**src/rtl/led_fader.sv**
```systemverilog
// led_fader: per-LED brightness with decaying afterglow, rendered as PWM drive.
// Ports:
//    i_clk    - clock, all state on the rising edge
//    i_rst_n  - asynchronous active-low reset
//    i_leds   - LED pattern from the upstream walker, sampled every cycle
//    o_leds   - registered PWM drive to the LED pins
// Build option: define LED_FADER_GAMMA_EN for squared (perceptual) duty.
module led_fader #(
   parameter int                  PWM_BITS     = 8,
   parameter logic [31:0]         DECAY_PERIOD = 32'd100_000,
   parameter logic [PWM_BITS-1:0] DECAY_STEP   = PWM_BITS'(16)
) (
   input  logic       i_clk,
   input  logic       i_rst_n,
   input  logic [7:0] i_leds,
   output logic [7:0] o_leds
);
   localparam logic [PWM_BITS-1:0] MAX = '1;
   logic [PWM_BITS-1:0] pwm_cnt;
   logic [31:0]         decay_cnt;
   logic [PWM_BITS-1:0] bright [8];
   logic [PWM_BITS-1:0] duty [8];
   logic                decay_stb;
   assign decay_stb = decay_cnt == DECAY_PERIOD - 32'd1;
   always_comb begin
      for (int i = 0; i < 8; i++) begin
`ifdef LED_FADER_GAMMA_EN
         // upper half of the double-width square
         duty[i] = PWM_BITS'(({{PWM_BITS{1'b0}}, bright[i]} * {{PWM_BITS{1'b0}}, bright[i]}) >> PWM_BITS);
`else
         duty[i] = bright[i];
`endif
      end
   end
   always_ff @(posedge i_clk or negedge i_rst_n) begin
      if (!i_rst_n) begin
         pwm_cnt   <= '0;
         decay_cnt <= '0;
         o_leds    <= '0;
         for (int i = 0; i < 8; i++) bright[i] <= '0;
      end else begin
         pwm_cnt   <= pwm_cnt + 1'b1;
         decay_cnt <= decay_stb ? '0 : decay_cnt + 32'd1;
         for (int i = 0; i < 8; i++) begin
            // load beats decay; decay saturates at zero
            bright[i] <= i_leds[i] ? MAX
                       : decay_stb ? (bright[i] > DECAY_STEP ? bright[i] - DECAY_STEP : '0)
                       : bright[i];
            // full brightness is solid on, with no PWM gap
            o_leds[i] <= bright[i] == MAX ? 1'b1
                       : bright[i] == '0 ? 1'b0
                       : pwm_cnt < duty[i];
         end
      end
   end
endmodule
```
**config.mk**
```make
export PLATFORM = sky130hd
export DESIGN_NAME = led_fader
export DESIGN_NICKNAME = d
export VERILOG_FILES = /design/src/rtl/led_fader.sv
export SDC_FILE = /design/constraint.sdc
export NUM_CORES = 1
export LEC_CHECK = 0
export CAP_MARGIN = 20
export CORE_MARGIN = 8
export CORE_UTILIZATION = 45
export CTS_BUF_LIST = sky130_fd_sc_hd__clkbuf_16
export CTS_CLUSTER_SIZE = 12
export DETAILED_ROUTE_END_ITERATION = 16
export PLACE_DENSITY = 0.7
export SLEW_MARGIN = 10
export SYNTH_ARGS = -nofsm -noshare
export SYNTH_HDL_FRONTEND = slang
export SYNTH_SLANG_ARGS = --single-unit
```
**constraint.sdc**
```tcl
create_clock -name i_clk -period 2.6 [get_ports i_clk]
set_input_delay 0.52 -clock i_clk [delete_from_list [all_inputs] [get_ports i_clk]]
set_output_delay 0.52 -clock i_clk [all_outputs]
set_load 0.05 [all_outputs]
```
==> results.md, run 1 <==
* IO buf count at 17
* Peak VDD IR at 0.373 mV
* Worst slew pin tran at 0.619 ns
* Die height at 126 um
* Global route overflow at 0
* Worst setup margin at 0.0551 ns
* Post-synthesis compound-gate area fraction at 0.145
* Final Max Tran Viols at 0
* GRT Util Overall at 0.159
* Final period utilization at 0.979
* Initial antenna violation count at 0
* Hold Path Class: primary input to asynchronous set/reset pin
* Crit start category: flop
* Diode count at 0
* Clk root buf: clkbuf_16
* Yosys reg bits at 88
* Layout area overhead at 15.3%
* Clk network pwr share at 0.468
* Internal power at around 2.1 mW
* Clock Sinks at around 90
* Status: completed
* Library cells used by synthesis at 35
* Final hold vios at 0
* Logic pwr share at 0.020
* PD cells at between 400 and 500 nW/um^2
* CTS tree: yes
* Starting density of the core at 0.459
* WP data arrival at 2.77 ns
* Synthesis Warnings at 0
* DR pass1 iterations at 4
* Async SR Flop Fraction at 1.00
* Critical path capture point type: flop
* Crit path time final at 2.54 ns
* CTS Buf Count at 9
* Largest family of logic cells by synthesized area: adder cells
* Final nets at 674
* Vias at ~4,300
* Post-synth EDFFs at 0
* Non-filler cells, final at 734
* Share of total power in sequential cells at 0.513
* Placed cells at 711
* Switch Pwr at approximately 0.56 mW
* Rel. slew slack at 0.584
* Mux contribution to synthesized area at 0
* Sequential-to-total area share from yosys stat at 0.401
* Share of layout cells above drive strength 1 at 0.0630
* Setup CP Type: flop to flop
* Post-route ant nets at 0
* Leakage Power at 3.19 nW
* CTS max path bufs at 2
* Vias per cell at 5.84
* Top Ports at 18
* Final core utilization at 0.529
* Adder-cell area share of the yosys netlist at 0.187
* Wirelength, routed at 12,600 um
* Total die area at between 15,000 and 20,000 um^2
* Clk_lat worst skew at between 0.3 and 0.4 ns
* Die Wd at 126 um
* # Max-Cap Violations at 0
* Dominant synthesized flop cell: dfrtp_1
* Post-Synth XOR/XNOR Area at 0.0574
* Largest net degree at the start of global routing at 48
* Fin Clk Skew at 0.00767 ns
* Violation count after the first detailed-route iteration at slightly below 300
* CP Max Fanout at 5
* Syn Inst Count at 545
* Fmax at 393 MHz
* Pre-CTS setup slack at 0.0922 ns
* Hold Buf Count CTS at 0
* Switching Fraction at 0.209
* Vias in the first global route at 4,377
* Fillers at 1,040
* Avg Cell Area, Syn at 10.1 um^2
* Detailed placer's ending HPWL at 8530 um
* CP required at 2.82 ns
* Per-cell routed wire length at 17.2 um
* Synth Cell Area at 5490 um^2
* Drt drc at 0
* Core ar. at 12,000 um^2
* H-tree levels at 3
* GP Congestion at around 0.83
* Synth Area in Simple Gates at 0.172
* Synthesized Nets at 637
* Final setup fails at 0
* Clock transition at the registers of the reported paths at approximately 0.060 ns
* Cell row count at 40
* First-pass GRT wire length at 21,000 um
[synthesized netlist by cell type (2+ instances only)]
master | n | area (um^2)
a21o_1 | 20 | 150
a41oi_1 | 2 | 17.5
nor4_1 | 5 | 31.3
a21oi_1 | 22 | 110
nand3_1 | 19 | 95.1
a41o_1 | 6 | 60.1
nand4_1 | 15 | 93.8
nor4b_1 | 7 | 61.3
inv_1 | 45 | 169
nor2b_1 | 2 | 12.5
or4_1 | 2 | 15.0
dfrtp_1 | 88 | 2200
a211o_1 | 19 | 166
and4_1 | 5 | 43.8
or3_1 | 12 | 75.1
nand2_1 | 26 | 97.6
nor2_1 | 26 | 97.6
nor3_1 | 36 | 180
o2111ai_1 | 8 | 70.1
clkbuf_1 | 6 | 22.5
o21ai_0 | 11 | 55.1
nor3b_1 | 3 | 22.5
and2_1 | 3 | 18.8
a211oi_1 | 12 | 90.1
xnor2_1 | 19 | 166
o211ai_1 | 6 | 45.0
buf_2 | 3 | 15.0
a311o_1 | 3 | 30.0
nand2b_1 | 9 | 56.3
ha_1 | 82 | 1030
xor2_1 | 17 | 149
and3_1 | 3 | 18.8
[critical path, stage by stage (launching register included)]
cell,delay (ns)
dfrtp_1,0.39
or4_1,0.51
or4b_4,0.51
buf_6,0.14
nor3_4,0.18
buf_6,0.16
clkbuf_16,0.15
a21oi_2,0.05
or3_1,0.35
[layer usage]
layer  up-vias  track usage  part of all wire
met2        86        0.276              0.48
met5         -            0                 0
met1      2094        0.195              0.46
met4         0       0.0517             0.019
met3        25       0.0285             0.045
li1       2080            -                 -
[cells by family after synthesis]
kind of cell | after synthesis
XOR/XNOR | 36
AO/OA/AOI/OAI | 109
AND/OR/NAND/NOR | 176
buffers and inverters | 54
adder cells (fa/ha/maj) | 82
flip-flops | 88
[cell usage in the layout, fill, tap and decap left out, drive strengths merged, types with 5 or more instances in the layout]
cell type | Yosys | routed
nor3 | 37 | 37
or3 | 12 | 12
a21o | 20 | 20
nor4b | 7 | 7
nand4 | 15 | 15
o211ai | 6 | 6
a21oi | 22 | 22
a211o | 19 | 19
xnor2 | 19 | 19
dfrtp | 88 | 88
o21ai | 11 | 11
a211oi | 12 | 12
clkdlybuf4s50 | 0 | 16
ha | 82 | 82
clkbuf | 6 | 12
a41o | 6 | 6
nor4 | 5 | 5
inv | 45 | 47
and4 | 5 | 5
xor2 | 17 | 17
nor2 | 26 | 26
o2111ai | 8 | 8
nand2 | 26 | 26
nand2b | 9 | 9
buf | 3 | 16
nand3 | 19 | 19
[power by group through the flow]
| stage | Clock, mW | Combinational [mW] | Sequential [mW] |
|---|---|---|---|
| finish | 1.25 | 0.0530 | 1.37 |
| CTS | 1.27 | 0.0558 | 1.37 |
| detailed placement | 0 | 0.0556 | 1.39 |
| global placement | 0 | 0.0542 | 1.39 |
| global route | 1.33 | 0.0612 | 1.37 |
| floorplan | 0 | 0.00171 | 1.39 |
[final timing paths]
path | slack, ns | cells after the start | from | endpoint
worst max register to register | 0.06 | 8 | decay_cnt[18] | bright[47]
worst min register to register | 0.47 | 1 | decay_cnt[31] | decay_cnt[31]
worst min-delay path | 0.17 | 1 | i_rst_n | bright[26]
min in group i_clk | 0.47 | 1 | decay_cnt[31] | decay_cnt[31]
max in group asynchronous | 1.69 | 2 | i_rst_n | bright[61]
worst max-delay path | 0.06 | 8 | decay_cnt[18] | bright[47]
[timing repair]
item,in CTS,in global routing
resized for setup,0,9
setup endpoints to repair,0,9
hold endpoints to repair,0,0
setup buffers,0,4
[through the flow]
step                      TNS (ns)  hold WS, ns  cell area, um^2  power [mW]
after floorplan                  0        0.224             5490        1.40
after global placement           0        0.464             5910        1.45
after detailed placement         0        0.466             5910        1.45
after CTS                        0        0.210             6190        2.70
after global routing       -0.0241        0.222             6330        2.76
final                            0        0.173             6330        2.67
[flip-flops by register name, indices dropped and copies added, names as in the netlist]
| register | count |
|---|---|
| decay_cnt | 32 |
| bright | 40 |
| o_leds | 8 |
| pwm_cnt | 8 |
[final cells by class]
| cell class | count | area, um^2 | share of cell area |
|---|---|---|---|
| clock buffer | 9 | 225 | 0.0356 |
| clock inverter | 7 | 55.1 | 0.00870 |
| inverter | 45 | 169 | 0.0267 |
| multi-input combinational | 403 | 3110 | 0.492 |
| sequential | 88 | 2200 | 0.348 |
| tap | 147 | 184 | 0.0291 |
| timing repair buffer | 35 | 383 | 0.0605 |
(Power assumes the default switching activity.)
==> run 2: changes to the inputs <==
--- a/config.mk
+++ b/config.mk
@@ -5,13 +5,16 @@
 export SDC_FILE = /design/constraint.sdc
 export NUM_CORES = 1
 export LEC_CHECK = 0
+export ABC_AREA = 1
 export CAP_MARGIN = 20
 export CORE_MARGIN = 8
 export CORE_UTILIZATION = 45
 export CTS_BUF_LIST = sky130_fd_sc_hd__clkbuf_16
 export CTS_CLUSTER_SIZE = 12
 export DETAILED_ROUTE_END_ITERATION = 16
+export HOLD_SLACK_MARGIN = 0.05
 export PLACE_DENSITY = 0.7
+export SETUP_SLACK_MARGIN = 0.5
 export SLEW_MARGIN = 10
 export SYNTH_ARGS = -nofsm -noshare
 export SYNTH_HDL_FRONTEND = slang
==> run 2 against run 1 <==
  * Worst setup slack improved by 0.54 ns
  * Design area is 12% higher
  * Critical path type is now flop to primary output
  * Non-clock buffer count decreased by 15
  * Register-to-register slack better by 0.65 ns
  * Worst hold slack worse by 0.023 ns
  * Sequential share of layout area is 3.8 points lower
  * Sequential cell count unchanged
  * Area after synthesis is 17% higher
  * Via count increased by 27%
  * Clock power fell by 9%
==> results.md, run 2 <==
* Status: completed
* Final nets at 1,011
* Vias per cell at 4.93
* Clock Sinks at 88
* Post-synth EDFFs at 0
* Largest register by flop count: bright
* Slowest cell on the critical path: clkdlybuf4s50_1
* Commonest cells after routing, fill and taps aside: nand2_1 (277), inv_1 (109), nor2_1 (106)
* Top-count cell post-synth: nand2_1
* Largest stage delay, worst path at 0.80 ns
* Hold Buf Count CTS at 0
* CTS Buf Count at 9
* GRT Util Overall at 0.158
* Starting density of the core at 0.463
* Share of total power in sequential cells at 0.469
* Final setup fails at 0
* Crit path time final at approximately 2 ns
* GP Congestion at 0.858
* Switch Pwr at 1.00 mW
* Fmax at 499 MHz
* Final core utilization at 0.510
* Non-filler cells, final at approximately 1,100
* CP Max Fanout at 1
* Critical path capture point type: primary output
* Clk root buf: clkbuf_16
* Clk network pwr share at 0.343
* Share of the synthesized area in the top cell type at 0.342
* # Max-Cap Violations at 0
* Detailed placer's ending HPWL at 10,200 um
* Share of layout cells above drive strength 1 at 0.0347
* Fin Clk Skew at 0.00959 ns
* Global route overflow at 0
* CTS max path bufs at 2
* Layout area overhead at 10.3%
* Placed cells at 1,088
* First-pass GRT wire length at 23,600 um
* Core ar. at approximately 14,000 um^2
* Violation count after the first detailed-route iteration at 294
* Avg Cell Area, Syn at 7.22 um^2
* Top Registers: bright x40, decay_cnt x32
* Clk_lat worst skew at 0.35 ns
* Library cells used by synthesis at 20
* WP data arrival at 1.48 ns
* Switching Fraction at 0.301
* Final Max Tran Viols at 0
* Synth Cell Area at 6440 um^2
* Vias in the first global route at 5,112
* Hold Path Class: primary input to asynchronous set/reset pin
* Drt drc at 0
* Largest net degree at the start of global routing at 40
* Wirelength, routed at around 14,000 um
* Final period utilization at 0.770
* Synthesis Warnings at 0
* Sequential-to-total area share from yosys stat at 0.342
* Synth top cells by count: nand2_1 (277), inv_1 (106), nor2_1 (106), dfrtp_1 (88), ha_1 (82)
* Post-route ant nets at 0
* Area contributors post-synth: dfrtp_1 (34%), nand2_1 (16%), ha_1 (16%)
* Dominant synthesized flop cell: dfrtp_1
* Peak VDD IR at 0.326 mV
* PD cells at 467 nW/um^2
* DR pass1 iterations at 5
* Critical path origin: o_leds[6]
* Worst setup margin at roughly 0.60 ns
* Max FFs per register at 40
* Cell row count at 43
* Critical path buffers and inverters at 1
* Vias at 5,436
* Synth area leader: dfrtp_1
* CTS tree: yes
* Logic pwr share at 0.188
* Most common cell after layout, fill and taps aside: nand2_1
* Internal power at 2.32 mW
* Setup_tns at 0 ns
* Leakage Power at 3.83 nW
* Crit start category: flop
* Total die area at roughly 18,000 um^2
* Initial antenna violation count at 0
* Crit-path cells: clkdlybuf4s50_1
* Synthesized Nets at 985
* Die height at around 140 um
* Diode count at 0
* Per-cell routed wire length at 12.4 um
* Clock transition at the registers of the reported paths at approximately 0.06 ns
* Rel. slew slack at 0.394
* Setup CP Type: flop to primary output
* Yosys reg bits at 88
* IO buf count at 17
* Pre-CTS setup slack at 0.626 ns
* Async SR Flop Fraction at 1.00
* Top Ports at 18
* Pwr Total at around 3.3 mW
* H-tree levels at 3
* Worst r2r src: decay_cnt[23]
* Die Wd at 136 um
* Syn Inst Count at approximately 890
* CP required at 2.08 ns
* CP top delay family: buffers and inverters
* RSZ-0062 raised after global routing: no
* Worst slew pin tran at 0.905 ns
* Final hold vios at 0
run 2: cell count changes after synthesis, sizes merged, moves of 20 or more:
| cell | delta |
|---|---|
| o21ai | +38 |
| nand3 | +58 |
| a21o | -20 |
| nand2 | +261 |
| nor2 | +86 |
| inv | +62 |
| nor3 | -33 |
run 2: kinds of logic (layout without fill, tap and decap cells):
kind of cell / Yosys count / after routing / share of synthesized area
compound gates: 73 / 73 / 0.0567
simple gates: 495 / 495 / 0.324
xor+xnor: 34 / 34 / 0.0462
fa+ha+maj: 82 / 82 / 0.159
flops: 88 / 88 / 0.342
buf+inv: 121 / 150 / 0.0724
run 2: worst paths after layout:
path,slack [ns],cells after the start,endpoint
setup reg to reg,0.71,8,bright[42]
hold reg to reg,0.47,1,decay_cnt[0]
hold / removal,0.15,1,decay_cnt[6]
max in group asynchronous,1.82,2,bright[61]
min in group i_clk,0.47,1,decay_cnt[0]
setup / recovery,0.60,1,o_leds[6]
run 2: layout make-up:
type                       instances  area (um^2)
fill                            1334         6830
timing repair buffer              20          215
inverter                         116          439
clock buffer                       9          225
sequential                        88         2200
tap                              180          225
clock inverter                     5         20.0
multi-input combinational        684         3780
run 2: power by group through the flow:
stage	Sequential, mW	Clock [mW]	Combinational [mW]
2_1_floorplan	1.60	0	0.416
5_1_grt	1.57	1.25	0.734
4_1_cts	1.56	1.18	0.634
6_report	1.56	1.14	0.626
3_5_place_dp	1.58	0	0.630
3_3_place_gp	1.58	0	0.617
run 2: per-layer routing:
metal,global-route usage,vias to the layer above,part of all wire
met3,0.0386,15,0.036
met4,0.0457,0,0.014
met5,0,-,0
met2,0.261,82,0.47
met1,0.200,2440,0.48
li1,-,2899,-
run 2: timing repair:
action | in CTS | in global routing
gates resized for setup | 0 | 2
endpoints found under the setup margin | 0 | 11
buffers inserted | 0 | 0
hold endpoints to repair | 0 | 0
run 2: worst reg2reg max path: cells and delay by family (launching register included):
family,cells,cell delay [ns]
AND/OR/NAND/NOR,7,1.27
flip-flops,1,0.42
buffers and inverters,1,0.09
run 2: stage by stage:
step / hold slack (ns) / cell area, um^2
after global placement: 0.448 / 6850
after CTS: 0.165 / 7100
final: 0.150 / 7110
after detailed placement: 0.467 / 6850
after floorplan: 0.224 / 6440
after global routing: 0.184 / 7110
==> run 3: changes to the inputs <==
--- a/config.mk
+++ b/config.mk
@@ -13,7 +13,7 @@
 export CTS_CLUSTER_SIZE = 12
 export DETAILED_ROUTE_END_ITERATION = 16
 export HOLD_SLACK_MARGIN = 0.05
-export PLACE_DENSITY = 0.7
+export PLACE_DENSITY = 0.67
 export SETUP_SLACK_MARGIN = 0.5
 export SLEW_MARGIN = 10
 export SYNTH_ARGS = -nofsm -noshare
==> constraint.sdc (replaced) <==
create_clock -name i_clk -period 1.88 [get_ports i_clk]
set_input_delay 0.376 -clock i_clk [delete_from_list [all_inputs] [get_ports i_clk]]
set_output_delay 0.376 -clock i_clk [all_outputs]
set_load 0.05 [all_outputs]
==> run 3 against run 2 <==
  * Clock power increased by 65%
  * Power increased by 53%
  * Sequential share of layout area decreased by 4.6 points
  * Worst setup slack got worse by 0.29 ns
  * Combinational power increased by 66%
  * Utilization increased by 9.3 points
  * Critical path type is now flop to flop
  * Critical endpoint is now bright[62]
==> results.md, run 3 (synthesis results as in run 2) <==
* Status: completed
* Top Ports at 18
* Initial antenna violation count at 0
* Critical path depth at 10
* Share of layout cells above drive strength 1 at 0.258
* Max FFs per register at 40
* Core ar. at approximately 14,000 um^2
* GP Congestion at 0.882
* CP required at 2.17 ns
* Clk root buf: clkbuf_16
* Crit-path cells: ha_4 > inv_4 > nor2_4 > nand3_2 > nor2_4 > nand2_8 > buf_12 > nand2_4 > nand2_2 > nand2_1
* CTS max path bufs at 2
* Starting density of the core at 0.463
* PD cells at 605 nW/um^2
* Largest register by flop count: bright
* Diode count at 0
* Largest stage delay, worst path at approximately 0.4 ns
* Per-cell routed wire length at 14.3 um
* Non-filler cells, final at around 1,200
* Final period utilization at 0.835
* R2R setup slack at 0.31 ns
* First-pass GRT wire length at 24,700 um
* CP Max Fanout at 7
* IO buf count at 17
* Rel. slew slack at 0.721
* Clk_lat worst skew at about 0.35 ns
* Setup_tns at 0 ns
* Final hold vios at 0
* CTS Buf Count at 9
* Detailed placer's ending HPWL at 10,200 um
* Fin Hold WS at 0.502 ns
* Vias per cell at 5.12
* Final core utilization at 0.603
* DR pass1 iterations at 6
* Most common cell after layout, fill and taps aside: nand2_1
* Final Max Tran Viols at 0
* Layout area overhead at 30.4%
* Worst r2r src: decay_cnt[0]
* Total die area at approximately 18,000 um^2
* Worst setup margin at 0.310 ns
* Vias in the first global route at a little over 5,000
* Setup CP Type: flop to flop
* Leakage Power at 4.16 nW
* Fin Clk Skew at between 0.007 and 0.008 ns
* Vias at between 5,000 and 6,000
* R2R Path End: bright[62]
* Worst slew pin tran at 0.416 ns
* Placed cells at 1,093
* Hold Path Class: primary input to asynchronous set/reset pin
* GRT Util Overall at 0.164
* Area post-placement at 6880 um^2
* Wirelength, routed at about 16,000 um
* CP top delay family: simple AND/OR/NAND/NOR gates
* Clock transition at the registers of the reported paths at approximately 0.060 ns
* Cell row count at 43
* Die height at 136 um
* Critical path buffers and inverters at 2
* Largest net degree at the start of global routing at 37
* Crit start category: flop
* CTS tree: yes
* Pre-CTS setup slack at 0.240 ns
* Slowest cell on the critical path: dfrtp_1
* Die Wd at 136 um
* H-tree levels at 3
* Top Registers: bright x40, decay_cnt x32
* FF-to-FF path depth at 10
* Post-route ant nets at 0
* # Max-Cap Violations at 0
* Post-route cell area at between 8000 and 9000 um^2
* RSZ-0062 raised after global routing: yes
* Drt drc at 0
* Final setup fails at 0
* Commonest cells after routing, fill and taps aside: nand2_1 (237), inv_1 (92), nor2_1 (80)
* WP data arrival at 1.86 ns
* Critical path capture point type: flop
* Crit path time final at 1.57 ns
* Fillers at 1,178
* Clock Sinks at a little under 90
* Global route overflow at 0
* Cell mode on critical path: nor2_4
* Pwr Total at 5.09 mW
* Violation count after the first detailed-route iteration at 340
* Peak VDD IR at 0.375 mV
* Fmax at 637 MHz
* Final nets at 1,062
==> run 3: cell count changes in the layout (fill, tap and decap cells not counted), moves of 15 or more <==
cell     previous run  this run
ha_4                0        22
nand2_1           277       237
ha_1               82        60
nand3_1            77        59
nand3_2             0        18
dfrtp_2             0        15
nand2_2             1        36
inv_1             109        92
dfrtp_1            88        73
buf_4               2        42
o21ai_1             0        20
nor2_1            106        80
o21ai_0            49        22
==> run 3: power by group <==
part,internal [mW],switching [mW],total [mW],leakage (nW)
clock network,1.14,0.744,1.88,0.152
registers,2.01,0.151,2.16,1.02
logic,0.418,0.622,1.04,2.99
total,3.57,1.52,5.09,4.16
==> run 3: timing repair <==
item                                   4_1_cts  5_1_grt
resized for setup                           87      175
setup buffers                               15       27
gates cloned                                 0        3
endpoints found under the hold margin       24        0
pin swaps                                    5       32
setup endpoints to repair                   82       79
hold buffers                                 1        0
==> run 3: layer usage <==
layer,wire length (um),track usage,up-vias
met1,7820,0.229,2786
met5,0,0,-
met2,7830,0.258,93
li1,-,-,3007
met3,514,0.0234,22
met4,324,0.0506,0
==> run 3: worst max-delay path by stage <==
stage	slack (ns)	startpoint	endpoint
6_report	0.31	decay_cnt[0]	bright[62]
3_5_place_dp	0.24	decay_cnt[0]	bright[20]
3_3_place_gp	0.26	decay_cnt[0]	bright[21]
2_1_floorplan	0.51	decay_cnt[0]	bright[31]
4_1_cts	0.37	bright[12]	bright[13]
5_1_grt	0.26	decay_cnt[0]	bright[63]
==> run 3: cell type report <==
class	instances	area, um^2	share of cell area
Inverter	116	439	0.0522
Clock buffer	9	225	0.0268
Multi-Input combinational cell	684	4540	0.540
Clock inverter	6	76.3	0.00908
Tap cell	180	225	0.0268
Sequential cell	88	2220	0.264
Timing Repair Buffer	71	681	0.0810
==> RTL edit 1, RTL diff (flow settings as in run 2) <==
`DECAY_PERIOD`: 32'd100_000 -> 32'd65536.
--- a/src/rtl/led_fader.sv
+++ b/src/rtl/led_fader.sv
@@ -7,7 +7,7 @@
 // Build option: define LED_FADER_GAMMA_EN for squared (perceptual) duty.
 module led_fader #(
    parameter int                  PWM_BITS     = 8,
-   parameter logic [31:0]         DECAY_PERIOD = 32'd100_000,
+   parameter logic [31:0]         DECAY_PERIOD = 32'd65536,
    parameter logic [PWM_BITS-1:0] DECAY_STEP   = PWM_BITS'(16)
 ) (
    input  logic       i_clk,
Function: no difference found for any inputs over 10 cycles, from zero or initial values and one cycle with i_rst_n low; that may be too few to reach the edited logic, so the function may still have changed.
==> RTL edit 1 against run 2 <==
Sequential share of layout area is 0.58 points higher. Design area down 1.8%. Sequential cell count is the same. Largest cell class unchanged. Count of clock-buffer cells in the layout unchanged. Critical endpoint is now o_leds[7]. Area after synthesis down 2.3%. Wire length down 1.1%. First-iteration DRC count up 16%. Worst setup slack gained 13 ps.
Power is not compared: it rests on default switching activity, and its combinational part moved more than twofold at a synthesized area within 25%.
==> RTL edit 1: results (changes against run 2) <==
stage;metric;value;unit;change
critical_path;crit_family;buffers and inverters;;
clocking;clock_latency;350;ps;about the same
worst_hold_path;hold_path.class;in2async;;
yosys;synth.area.top_cells;dfrtp_1, ha_1, nand2_1, nand3_1, nor2_1;;
yosys;synth_nets;950;;-3.6%
drt;drt_first_iter_violations;342;;+16%
clocking;htree_levels;3;;unchanged
grt;grt_max_degree;63;;+57%
placed_design;io_buffer_count;17;;unchanged
drt;wl_met3;406;um;-18%
drt;wire_per_inst;12.7;um;+2.4%
timing;tightest_slew;581;ps;-324 ps
drt;wl_met1;6.60;mm;+0.15%
drt;wl_met2;6.37;mm;-1.1%
clocking;cts.path.max_buffers;2;;unchanged
timing;clock_skew;8.60;ps;-0.989 ps
yosys;synthArstFlopShare;100;%;unchanged
grt;grt_pass1_vias;5068;;-0.86%
yosys;ys_top_cells_by_count;nand2_1, nor2_1, nand3_1;;
power;p_leak;0.00392;uW;
clocking;cts_root_buf;clkbuf_16;;
critical_path;critPathMaxStageDelay;800;ps;about the same
clocking;cts_buffers;9;;unchanged
finish;layout-drive-gt1-share;3.50;%;+0.032 points
status;outcome;finished clean;;
grt;antenna_found_initial;0;;unchanged
critical_path;worst-path-max-fanout;1;;unchanged
power;vdd_drop_max;0.434;mV;
clocking;cts_repair_resize_count;0;;unchanged
finish;finalNetCount;972;;-3.9%
finish;antennaDiodeCount;0;;unchanged
yosys;yosysWarnings;0;;unchanged
drt;highest_layer;met4;;
grt;grt_pass1_wl;23.7;mm;+0.38%
drt;vias;5335;;-1.9%
drt;dr.pass1.iters;5;;unchanged
critical_path;rr_worst_depth;8;;unchanged
clocking;postCtsSetupRepairBufs;0;;unchanged
yosys;ys_seq_area_share;35.0;%;+0.79 points
critical_path;cp_slowest_cell;clkdlybuf4s50_1;;
finish;largestRegisters;bright: 40 flops, decay_cnt: 32 flops;;
critical_path;cp.arrival;1470;ps;
grt;track_usage;16.0;%;+0.21 points
placed_design;gp_congestion;0.850;;-0.93%
clocking;path_clk_slew;60;ps;about the same
yosys;synthDistinctLibCells;24;;+20%
finish;fill_cells;1387;;+4.0%
placed_design;hpwlAfterDp;9.87;mm;-2.9%
RTL edit 1: changes by cell type after synthesis, moves of 9 or more:
cell,delta
clkinv_1,-9
nand3_1,+30
nand2_1,-33
inv_1,-11
o21ai_0,-25
nor2_1,+11
RTL edit 1: logic make-up (layout without fill, tap and decap cells):
logic type	after synthesis	in the layout	share of synthesized area [%]
adders and majority gates	82	82	16.3
DFF	88	88	35.0
and+or+nand+nor	499	499	33.7
xor gates and xnor gates	30	30	4.17
AOI/OAI and AO/OA	52	52	4.13
buffers and inverters	107	134	6.73
RTL edit 1: final timing paths:
check	slack (ps)	startpoint	to
hold reg to reg	510	decay_cnt[6]	decay_cnt[6]
hold / removal	100	i_rst_n	o_leds[6]
setup reg to reg	710	decay_cnt[0]	decay_cnt[0]
min in group i_clk	510	decay_cnt[6]	decay_cnt[6]
max in group asynchronous	1830	i_rst_n	decay_cnt[1]
setup / recovery	610	o_leds[7]	o_leds[7]
RTL edit 1: routing by layer:
metal	global-route usage, %	vias up
met5	0	-
met4	4.43	0
met3	3.59	14
met2	26.6	80
met1	20.4	2446
li1	-	2795
RTL edit 1: power breakdown:
group	switching (uW)	internal (uW)	leakage [uW]	total, uW
sequential	12.4	1380	0.000960	1390
combinational	51.3	28.8	0.00282	80.1
clock	546	734	0.000136	1280
RTL edit 1: stage by stage:
step | total power [uW] | std cells | setup slack [ps] | instance area, um2 | util (%)
after CTS | 2790 | 1065 | 584 | 6960 | 50.5
after detailed placement | 1500 | 1049 | 628 | 6670 | 48.5
after global routing | 2850 | 1065 | 507 | 6980 | 50.7
after floorplan | 1440 | 858 | 968 | 6300 | -
after global placement | 1500 | 1049 | 697 | 6670 | 48.5
final | 2750 | 1065 | 611 | 6980 | 50.7
RTL edit 1: layout make-up:
class	instances	share of cell area (%)
clock buffer	9	3.23
inverter	97	5.22
multi-input combinational	663	52.8
sequential	88	31.6
clock inverter	7	0.897
timing repair buffer	21	3.07
tap	180	3.23
==> RTL edit 2, RTL diff (config.mk and constraints of run 2) <==
Without the edit above. Put one more register stage on the output `o_leds`, with the module's reset. The value now appears one clock later. Comments in the files are not updated.
--- a/src/rtl/led_fader.sv
+++ b/src/rtl/led_fader.sv
@@ -16,6 +16,8 @@
    output logic [7:0] o_leds
 );
    localparam logic [PWM_BITS-1:0] MAX = '1;
+
+   logic [7:0] o_leds_s0;
    logic [PWM_BITS-1:0] pwm_cnt;
    logic [31:0]         decay_cnt;
    logic [PWM_BITS-1:0] bright [8];
@@ -36,7 +38,7 @@
       if (!i_rst_n) begin
          pwm_cnt   <= '0;
          decay_cnt <= '0;
-         o_leds    <= '0;
+         o_leds_s0 <= '0;
          for (int i = 0; i < 8; i++) bright[i] <= '0;
       end else begin
          pwm_cnt   <= pwm_cnt + 1'b1;
@@ -47,10 +49,18 @@
                        : decay_stb ? (bright[i] > DECAY_STEP ? bright[i] - DECAY_STEP : '0)
                        : bright[i];
             // full brightness is solid on, with no PWM gap
-            o_leds[i] <= bright[i] == MAX ? 1'b1
+            o_leds_s0[i] <= bright[i] == MAX ? 1'b1
                        : bright[i] == '0 ? 1'b0
                        : pwm_cnt < duty[i];
          end
       end
    end
+   always_ff @(posedge i_clk or negedge i_rst_n) begin
+      if (!i_rst_n) begin
+         o_leds <= '0;
+      end else begin
+         o_leds <= o_leds_s0;
+      end
+   end
+
 endmodule
Check against the original RTL: not equivalent (Yosys sat finds a counterexample within 4 cycles, from zero or initial values and one cycle with i_rst_n low).
==> RTL edit 2 against run 2 <==
Design area increased by 3.7%. Via count grew 2.3%. Wire length grew 1.1%. Sequential cell count grew 8. Critical path depth is the same. Highest routed layer unchanged. Synthesized cell count rose by 0.67%. Worst setup slack got worse by 8.5 ps. Sequential power grew 9%. Clock power increased by 26%. Power is 14% higher. Area after synthesis rose by 3.0%.
==> RTL edit 2: results (changes against run 2) <==
stage;metric;value;unit;change
placed_design;dp_slack;605;ps;-21.1 ps
critical_path;r2r_slack;650;ps;-60 ps
yosys;synth-xor-area-share;4.35;%;-0.27 points
drt;drt_first_iter_violations;397;;+35%
timing;period_share;77.3;%;+0.33 points
power;pg_comb;637;uW;+2%
placed_design;io_buffer_count;17;;unchanged
status;outcome;finished clean;;
finish;layout-drive-gt1-share;3.98;%;+0.51 points
timing;clock_skew;14.6;ps;+5.02 ps
placed_design;hpwlAfterDp;10.1;mm;-0.29%
yosys;synth.area.top_cells;dfrtp_1, nand2_1, ha_1, nand3_1, nor2_1;;
power;p_leak;0.00389;uW;+1.6%
critical_path;reg2reg_from;decay_cnt[0];;
timing;holdWs;191;ps;+40.7 ps
power;vdd_drop_max;0.315;mV;-3.4%
power;clockPowerShare;38.2;%;+3.9 points
power;p_int;2680;uW;+16%
yosys;ys_top_cells_by_count;nand2_1, nor2_1, inv_1;;
placed_design;gp_congestion;0.883;;+2.9%
grt;grt_max_degree;51;;+28%
yosys;synthAdderAreaFrac;15.5;%;-0.46 points
grt;grt_pass1_wl;24.4;mm;+3.5%
yosys;synth_compound_area_share;5.50;%;-0.16 points
critical_path;r2r_end;decay_cnt[9];;
power;p_per_area;512;nW/um2;+9.5%
drt;wirelength;13.9;mm;+1.1%
placed_design;dpl-instance-area;7050;um2;+2.9%
timing;relSlewSlack;42.7;%;+3.3 points
finish;finalNetCount;1017;;+0.59%
grt;grt_pass1_vias;5357;;+4.8%
grt;track_usage;16.0;%;+0.18 points
yosys;ys_seq_area_share;36.2;%;+2.0 points
drt;vias;5560;;+2.3%
critical_path;crit_start;o_leds[4];;
drt;viasPerCell;4.99;;+1.2%
yosys;synthCells;899;;+0.67%
critical_path;endpoint;o_leds[4];;
yosys;synth_nets;991;;+0.61%
critical_path;cp.arrival;1490;ps;
RTL edit 2: cell types whose count changed in the layout (fill, tap and decap cells not counted), moves of 2 or more:
cell,before,now
inv_1,109,102
nand2_1,277,279
dfrtp_1,88,96
nand3_1,77,79
bufinv_16,0,2
nor2_1,106,104
RTL edit 2: metal layers:
layer  vias up  track usage, %  share of wire (%)
met5         -               0                  0
met4         0            5.97                1.6
met3        16            2.41                2.6
met2        71            26.8                 47
met1      2558            20.3                 49
li1       2915               -                  -
RTL edit 2: area by class of cell:
type                       instances  area [um2]
fill                            1381        7100
clock buffer                       9         225
clock inverter                     7        93.8
multi-input combinational        686        3780
inverter                         112         424
timing repair buffer              20         215
tap                              184         230
sequential                        96        2400
RTL edit 2: logic make-up after synthesis:
family	count (synthesis)
simple gates	498
buf+inv	117
compound gates	73
xor+xnor	33
fa+ha+maj	82
flops	96
